`config.mk`:
```
export PLATFORM = sky130hd
export DESIGN_NAME = key_debounce_bank
export DESIGN_NICKNAME = d
export VERILOG_FILES = /design/src/rtl/key_pkg.sv /design/src/rtl/key_debounce_ch.sv /design/src/rtl/key_debounce_bank.sv
export SDC_FILE = /design/constraint.sdc
export NUM_CORES = 1
export LEC_CHECK = 0
export CAP_MARGIN = 10
export CORE_ASPECT_RATIO = 1.25
export CORE_MARGIN = 4
export CORE_UTILIZATION = 59
export CTS_BUF_LIST = sky130_fd_sc_hd__clkbuf_4 sky130_fd_sc_hd__clkbuf_8 sky130_fd_sc_hd__clkbuf_16
export DETAILED_ROUTE_END_ITERATION = 6
export PLACE_DENSITY = 0.76
export SETUP_SLACK_MARGIN = 0.3
export SYNTH_ARGS = -nofsm -noshare
export SYNTH_HDL_FRONTEND = slang
export SYNTH_SLANG_ARGS = --single-unit
```
`constraint.sdc`:
```
create_clock -name clk -period 23.4 [get_ports clk]
set_input_delay 4.68 -clock clk [delete_from_list [all_inputs] [get_ports clk]]
set_output_delay 4.68 -clock clk [all_outputs]
set_load 0.03 [all_outputs]
```
`src/rtl/key_pkg.sv`:
```
// key_pkg: shared definitions for the key_debounce_bank slice.
//   key_state_e  - per-channel key FSM state
//   ms_to_cycles - converts a millisecond time to clk cycles at a given clk rate
package key_pkg;

  typedef enum logic [2:0] {
    IDLE        = 3'd0,
    DEB_PRESS   = 3'd1,
    HELD        = 3'd2,
    LONG_HELD   = 3'd3,
    DEB_RELEASE = 3'd4
  } key_state_e;

  function automatic int unsigned ms_to_cycles(input int unsigned clk_hz,
                                               input int unsigned ms);
    return clk_hz / 1000 * ms;
  endfunction

endpackage

```
`src/rtl/key_debounce_ch.sv`:
```
// key_debounce_ch: one key channel (2-flop synchroniser, debounce/classify FSM,
// debounce, hold and repeat counters). All outputs are registered.
// Optional feature macro: KEY_REPEAT_EN (builds the repeat counter; otherwise
// repeat_o is tied low and LONG_HELD only waits for release).
// Ports:
//   clk       in  system clock
//   reset     in  asynchronous, active-high
//   key_i     in  raw asynchronous key pin
//   level_o   out debounced level, 1 = pressed
//   press_o   out 1-cycle pulse on accepted press
//   release_o out 1-cycle pulse on accepted release
//   long_o    out 1-cycle pulse once per press after LONG_CYC held
//   repeat_o  out 1-cycle pulse every REPEAT_CYC after long_o while held
module key_debounce_ch
  import key_pkg::*;
#(
  parameter int unsigned DEB_CYC    = 1,
  parameter int unsigned LONG_CYC   = 1,
`ifdef KEY_REPEAT_EN
  parameter int unsigned REPEAT_CYC = 1,
`endif
  parameter bit          ACTIVE_LOW = 1'b0
) (
  input  logic clk,
  input  logic reset,
  input  logic key_i,
  output logic level_o,
  output logic press_o,
  output logic release_o,
  output logic long_o,
  output logic repeat_o
);

  localparam int unsigned DEB_W  = $clog2(DEB_CYC + 1);
  localparam int unsigned LONG_W = $clog2(LONG_CYC + 1);
  localparam logic        REL_LVL = ACTIVE_LOW;

  logic              sync1_q, sync2_q;
  logic              pressed;
  key_state_e        state_q, state_d;
  logic [DEB_W-1:0]  deb_q, deb_d;
  logic [LONG_W-1:0] hold_q, hold_d;
  logic              was_long_q, was_long_d;
  logic              level_q, level_d;
  logic              press_q, press_d;
  logic              release_q, release_d;
  logic              long_q, long_d;

`ifdef KEY_REPEAT_EN
  localparam int unsigned REP_W = $clog2(REPEAT_CYC + 1);
  logic [REP_W-1:0]  rep_q, rep_d;
  logic              repeat_q, repeat_d;
`endif

  always_ff @(posedge clk or posedge reset) begin
    if (reset) begin
      sync1_q <= REL_LVL;
      sync2_q <= REL_LVL;
    end else begin
      sync1_q <= key_i;
      sync2_q <= sync1_q;
    end
  end

  assign pressed = sync2_q ^ ACTIVE_LOW;

  always_comb begin
    state_d    = state_q;
    deb_d      = deb_q;
    hold_d     = hold_q;
    was_long_d = was_long_q;
    level_d    = level_q;
    press_d    = 1'b0;
    release_d  = 1'b0;
    long_d     = 1'b0;
`ifdef KEY_REPEAT_EN
    rep_d      = rep_q;
    repeat_d   = 1'b0;
`endif
    case (state_q)
      IDLE: begin
        if (pressed) begin
          state_d = DEB_PRESS;
          deb_d   = '0;
        end
      end
      DEB_PRESS: begin
        if (!pressed) begin
          state_d = IDLE;
          deb_d   = '0;
        end else if (deb_q == DEB_W'(DEB_CYC - 1)) begin
          state_d    = HELD;
          deb_d      = '0;
          hold_d     = '0;
          was_long_d = 1'b0;
          level_d    = 1'b1;
          press_d    = 1'b1;
        end else begin
          deb_d = deb_q + 1'b1;
        end
      end
      HELD: begin
        if (!pressed) begin
          state_d = DEB_RELEASE;
          deb_d   = '0;
        end else if (hold_q == LONG_W'(LONG_CYC - 1)) begin
          state_d    = LONG_HELD;
          was_long_d = 1'b1;
          long_d     = 1'b1;
`ifdef KEY_REPEAT_EN
          rep_d      = '0;
`endif
        end else begin
          hold_d = hold_q + 1'b1;
        end
      end
      LONG_HELD: begin
        if (!pressed) begin
          state_d = DEB_RELEASE;
          deb_d   = '0;
        end
`ifdef KEY_REPEAT_EN
        else if (rep_q == REP_W'(REPEAT_CYC - 1)) begin
          rep_d    = '0;
          repeat_d = 1'b1;
        end else begin
          rep_d = rep_q + 1'b1;
        end
`endif
      end
      DEB_RELEASE: begin
        // Bounce back to whichever held state we came from; hold/repeat
        // counters were left untouched so they simply resume.
        if (pressed) begin
          state_d = was_long_q ? LONG_HELD : HELD;
          deb_d   = '0;
        end else if (deb_q == DEB_W'(DEB_CYC - 1)) begin
          state_d    = IDLE;
          deb_d      = '0;
          hold_d     = '0;
          was_long_d = 1'b0;
          level_d    = 1'b0;
          release_d  = 1'b1;
        end else begin
          deb_d = deb_q + 1'b1;
        end
      end
      default: begin
        state_d = IDLE;
        deb_d   = '0;
      end
    endcase
  end

  always_ff @(posedge clk or posedge reset) begin
    if (reset) begin
      state_q    <= IDLE;
      deb_q      <= '0;
      hold_q     <= '0;
      was_long_q <= 1'b0;
      level_q    <= 1'b0;
      press_q    <= 1'b0;
      release_q  <= 1'b0;
      long_q     <= 1'b0;
    end else begin
      state_q    <= state_d;
      deb_q      <= deb_d;
      hold_q     <= hold_d;
      was_long_q <= was_long_d;
      level_q    <= level_d;
      press_q    <= press_d;
      release_q  <= release_d;
      long_q     <= long_d;
    end
  end

`ifdef KEY_REPEAT_EN
  always_ff @(posedge clk or posedge reset) begin
    if (reset) begin
      rep_q    <= '0;
      repeat_q <= 1'b0;
    end else begin
      rep_q    <= rep_d;
      repeat_q <= repeat_d;
    end
  end

  assign repeat_o = repeat_q;
`else
  assign repeat_o = 1'b0;
`endif

  assign level_o   = level_q;
  assign press_o   = press_q;
  assign release_o = release_q;
  assign long_o    = long_q;

endmodule

```
`src/rtl/key_debounce_bank.sv`:
```
// key_debounce_bank: N_KEYS independent key channels that synchronise,
// debounce and classify raw button pins into levels and 1-cycle events.
// Optional feature macro: KEY_REPEAT_EN (auto-repeat events after key_long).
// Ports:
//   clk          in  system clock
//   reset        in  asynchronous, active-high
//   key_in       in  [N_KEYS] raw button pins, asynchronous
//   key_level    out [N_KEYS] debounced level, 1 = pressed
//   key_press    out [N_KEYS] 1-cycle pulse on accepted press
//   key_release  out [N_KEYS] 1-cycle pulse on accepted release
//   key_long     out [N_KEYS] 1-cycle pulse once per press after LONG_MS held
//   key_repeat   out [N_KEYS] 1-cycle pulse every REPEAT_MS after key_long
module key_debounce_bank
  import key_pkg::*;
#(
  parameter int unsigned N_KEYS      = 5,
  parameter int unsigned CLK_HZ      = 50_000_000,
  parameter int unsigned DEBOUNCE_MS = 20,
  parameter int unsigned LONG_MS     = 1000,
  parameter int unsigned REPEAT_MS   = 200,
  parameter bit          ACTIVE_LOW  = 1'b0
) (
  input  logic              clk,
  input  logic              reset,
  input  logic [N_KEYS-1:0] key_in,
  output logic [N_KEYS-1:0] key_level,
  output logic [N_KEYS-1:0] key_press,
  output logic [N_KEYS-1:0] key_release,
  output logic [N_KEYS-1:0] key_long,
  output logic [N_KEYS-1:0] key_repeat
);

  localparam int unsigned DEB_CYC    = ms_to_cycles(CLK_HZ, DEBOUNCE_MS);
  localparam int unsigned LONG_CYC   = ms_to_cycles(CLK_HZ, LONG_MS);
  localparam int unsigned REPEAT_CYC = ms_to_cycles(CLK_HZ, REPEAT_MS);

  if (DEB_CYC < 1 || LONG_CYC < 1 || REPEAT_CYC < 1) begin : g_bad_cfg
    $error("key_debounce_bank: every cycle constant must be at least 1");
  end

  for (genvar g = 0; g < N_KEYS; g++) begin : g_ch
    key_debounce_ch #(
      .DEB_CYC    (DEB_CYC),
      .LONG_CYC   (LONG_CYC),
`ifdef KEY_REPEAT_EN
      .REPEAT_CYC (REPEAT_CYC),
`endif
      .ACTIVE_LOW (ACTIVE_LOW)
    ) u_ch (
      .clk       (clk),
      .reset     (reset),
      .key_i     (key_in[g]),
      .level_o   (key_level[g]),
      .press_o   (key_press[g]),
      .release_o (key_release[g]),
      .long_o    (key_long[g]),
      .repeat_o  (key_repeat[g])
    );
  end

endmodule

```
==> impl_metrics.toml <==
[power_and_ir_drop]
power_frac_seq = 0.490
p_clk_frac = 0.460
p_int_uw = 783.0
power_uw = 1021
ir_drop_mv = 0.06621
p_sw_frac = 0.2332
leakage_uw = 0.006644
power_density_nw_per_um2 = 64.25
power_frac_comb = 0.049
netSwitchingPower_uw = 238.1

[global_route]
first_global_vias = 11030
grt_max_degree = 139
grtUsageTotal = 0.2143
antenna_found_initial = 0
globalRouteOverflowTotal = 0
grt_pass1_wl_um = 50580

[clock_tree]
path_clk_slew_ps = 60
clk_latency_ps = 540
cts_made_buffers = 29
clockBufferDepth = 3
htree_levels = 1
cts_tree = "yes"
clockRootBuffer = "clkbuf_16"
clock-sinks = 280
postCtsSetupBuffers = 0
holdBufCountCts = 0
cts_resized = 0

[synth]
yosys.area.top_type = "dfrtp_1"
synth_top_flop_cell = "dfrtp_1"
postSynthAreaPerCell_sq_um = 9.258
yosys.area_share.adder = 0.008597
synth_top_family_by_area = "simple AND/OR/NAND/NOR gates"
yosysTopAreaCellShare = 0.4814
synth-xor-area-share = 0.09809
netlist_area_sq_um = 14550
ys_types = 71
synth-simple-area-share = 0.2797
ys_warn_count = 0
synth-async-reset-ratio = 1.000
synth.area.mux_share = 0.005072
ys_seq_area_frac = 0.4814
synth_compound_area_frac = 0.09113
syn_inst = 1572
ys_ff_latch = 280
synth_edf_count = 0
synth_area_leaders = "dfrtp_1 48%, nor2_1 6.4%, xor2_1 4.9%"

[sta]
worstMarginPinSlew_ps = 1070
min_period_ps = 7029
max_freq_mhz = 142.3
slew_violations = 0
fin_tns_setup_ps = 0
rsz0062_at_grt = "false"
finalCritPeriodShare = 0.3004
max_slew_margin = 0.2838
worst_clock_skew_ps = 8.670
hold_viol = 0
setup_violations = 0

[drt]
drc = 0
num_vias = 11270
wl_um = 28870
drt_iter0_markers = 746
dr.pass1.iters = 5
ant_nets = 0
wl_per_cell_um = 15.07
via_per_inst = 5.882

[final_layout]
syn_to_final_growth_pct = 9.198
final_cell_count_no_fill = 1916
layout.area.seq_sq_um = 7007
final_net_count = 1584
multi_input_area_sq_um = 7043
antenna_cells = 0
drive_above_1_share = 0.05927
fill_cells = 1917

[critical_path]
worstReg2RegStart = "g_ch[1].u_ch.deb_q[8]"
cp-start-kind = "input port"
crit_type = "in -> async"
rr_endpoint = "g_ch[1].u_ch.hold_q[1]"
ff2ff_setup_slack_ps = 20210
end_kind = "async pin"
r2r_cells = 6
crit_arrival_ps = 7570
crit_required_ps = 23940
crit_fanout = 138

[min_path]
hold_end = "g_ch[3].u_ch.pressed"
hold_start = "g_ch[3].u_ch.sync1_q"
min_path_cells = 0
hold_path.class = "reg -> reg"

[floorplanning]
dieHeight_um = 183.6
die_w_um = 148.5
die-area_sq_um = 27260
io_pins = 32
fp.coreArea_sq_um = 24420
start_util = 0.5959
fp-row-count = 64

[placed_design]
place.gp.congestion = 0.8381
port_buffers = 26
dp_hpwl_um = 19050
dp.cells = 1866

[run_status]
status = "completed"

[flow_run]
maxCapViolCount = 0
-- worst max-delay path by stage --
stage                     startpoint                      end  slack, ps  cells past startpoint
after detailed placement       reset    g_ch[4].u_ch.deb_q[7]      15530                      4
final                          reset  g_ch[3].u_ch.hold_q[24]      16370                      4
after CTS                      reset    g_ch[4].u_ch.deb_q[5]      16140                      4
after global routing           reset  g_ch[3].u_ch.hold_q[23]      15830                      4
after floorplan                reset    g_ch[0].u_ch.deb_q[0]      11000                      1
after global placement         reset    g_ch[4].u_ch.deb_q[5]      15580                      4
-- state kept, by name, indices dropped and copies added (netlist names) --
name                  flops
g_ch.u_ch.pressed         5
g_ch.u_ch.long_o          5
g_ch.u_ch.state_q        15
g_ch.u_ch.was_long_q      5
g_ch.u_ch.level_o         5
g_ch.u_ch.press_o         5
g_ch.u_ch.deb_q         100
g_ch.u_ch.sync1_q         5
g_ch.u_ch.hold_q        130
g_ch.u_ch.release_o       5
-- synth_stat cells (5+ instances only) --
library cell,n
dfrtp_1,280
o21ai_0,84
or2_2,7
nand4b_1,5
and3_1,35
or4_1,13
nor4b_1,11
nor4_1,34
a31oi_1,5
inv_1,32
buf_2,7
nor2_1,250
buf_4,27
o31ai_1,13
nand3_1,93
o211ai_1,5
or3_1,23
xnor2_1,81
and2_1,8
ha_1,10
nor4bb_1,9
a2111oi_0,5
a21oi_1,37
nor3_1,50
and4_1,20
a21o_1,11
nor2b_1,12
o21ai_2,6
nand2b_1,8
nand4_1,55
xor2_1,82
o22ai_1,5
nand2_1,135
clkbuf_1,40
-- per-layer routing --
metal  track usage  vias to the layer above  wire [um]
met2        0.3806                      180      14670
met5             0                        -          0
met4       0.05989                        0        570
met1        0.2767                     5519      12680
li1              -                     5525          -
met3       0.02787                       46        954
-- power by group through the flow --
stage	clock (uW)	sequential, uW	combinational (uW)
detailed placement	0	509	51.2
floorplan	0	505	42.4
global route	501	502	58.1
finish	470	501	50.4
CTS	480	500	51.6
global placement	0	509	49.7
-- stage by stage --
step | cell area (sq um) | utilization | hold WS, ps | setup WS [ps]
after detailed placement | 14920 | 0.6108 | 337.3 | 15530
after global routing | 15890 | 0.6507 | 370.1 | 15830
after global placement | 14920 | 0.6108 | 332.9 | 15580
after floorplan | 14570 | - | 331.2 | 11000
final | 15890 | 0.6507 | 349.4 | 16370
after CTS | 15890 | 0.6507 | 352.6 | 16140
-- cell families (layout without fill, tap and decap cells) --
logic type | count (synthesis) | in the layout
buffers and inverters | 107 | 117
and+or+nand+nor | 794 | 794
adders and majority gates | 10 | 10
other | 1 | 5
DFF | 280 | 280
muxes | 7 | 7
xor gates and xnor gates | 163 | 163
AOI/OAI and AO/OA | 210 | 210
-- critical path, stage by stage --
cell and delay [ps]:
clkdlybuf4s50_1 490, inv_8 630, buf_4 790, buf_4 860
-- placed cells by master, fill, tap and decap left out, types with 5 or more instances in the layout --
| cell | netlist | routed |
|---|---|---|
| nand2_1 | 135 | 135 |
| ha_1 | 10 | 10 |
| xor2_1 | 82 | 82 |
| and4_1 | 20 | 20 |
| o31ai_1 | 13 | 13 |
| and3_1 | 35 | 35 |
| xnor2_1 | 81 | 81 |
| nor4bb_1 | 9 | 9 |
| nor2b_1 | 12 | 12 |
| o21ai_2 | 6 | 6 |
| or4_1 | 13 | 13 |
| nand4_1 | 55 | 55 |
| clkdlybuf4s50_1 | 0 | 26 |
| nor4b_1 | 11 | 11 |
| or3_1 | 23 | 23 |
| nor3_1 | 50 | 50 |
| a21o_1 | 11 | 11 |
| nand4b_1 | 5 | 5 |
| nand2b_1 | 8 | 8 |
| nor2_1 | 250 | 250 |
| nand3_1 | 93 | 93 |
| nor4_1 | 34 | 34 |
| and2_1 | 8 | 8 |
| o22ai_1 | 5 | 5 |
| conb_1 | 1 | 5 |
| inv_1 | 32 | 31 |
| o211ai_1 | 5 | 5 |
| clkbuf_16 | 0 | 29 |
| dfrtp_1 | 280 | 280 |
| buf_4 | 27 | 9 |
| or2_2 | 7 | 7 |
| clkinv_2 | 0 | 5 |
| a21oi_1 | 37 | 37 |
| o21ai_0 | 84 | 84 |
| a2111oi_0 | 5 | 5 |
| a31oi_1 | 5 | 5 |
| clkbuf_8 | 0 | 5 |
-- area by class of cell --
class                           count  area share
Multi-Input combinational cell   1189      0.4432
Sequential cell                   280      0.4409
Clock buffer                       37     0.05141
Tap cell                          330     0.02598
Timing Repair Buffer               35     0.02063
Clock inverter                     13    0.009920
Inverter                           32    0.008030
Note: power is estimated with default switching activity, not from simulation.
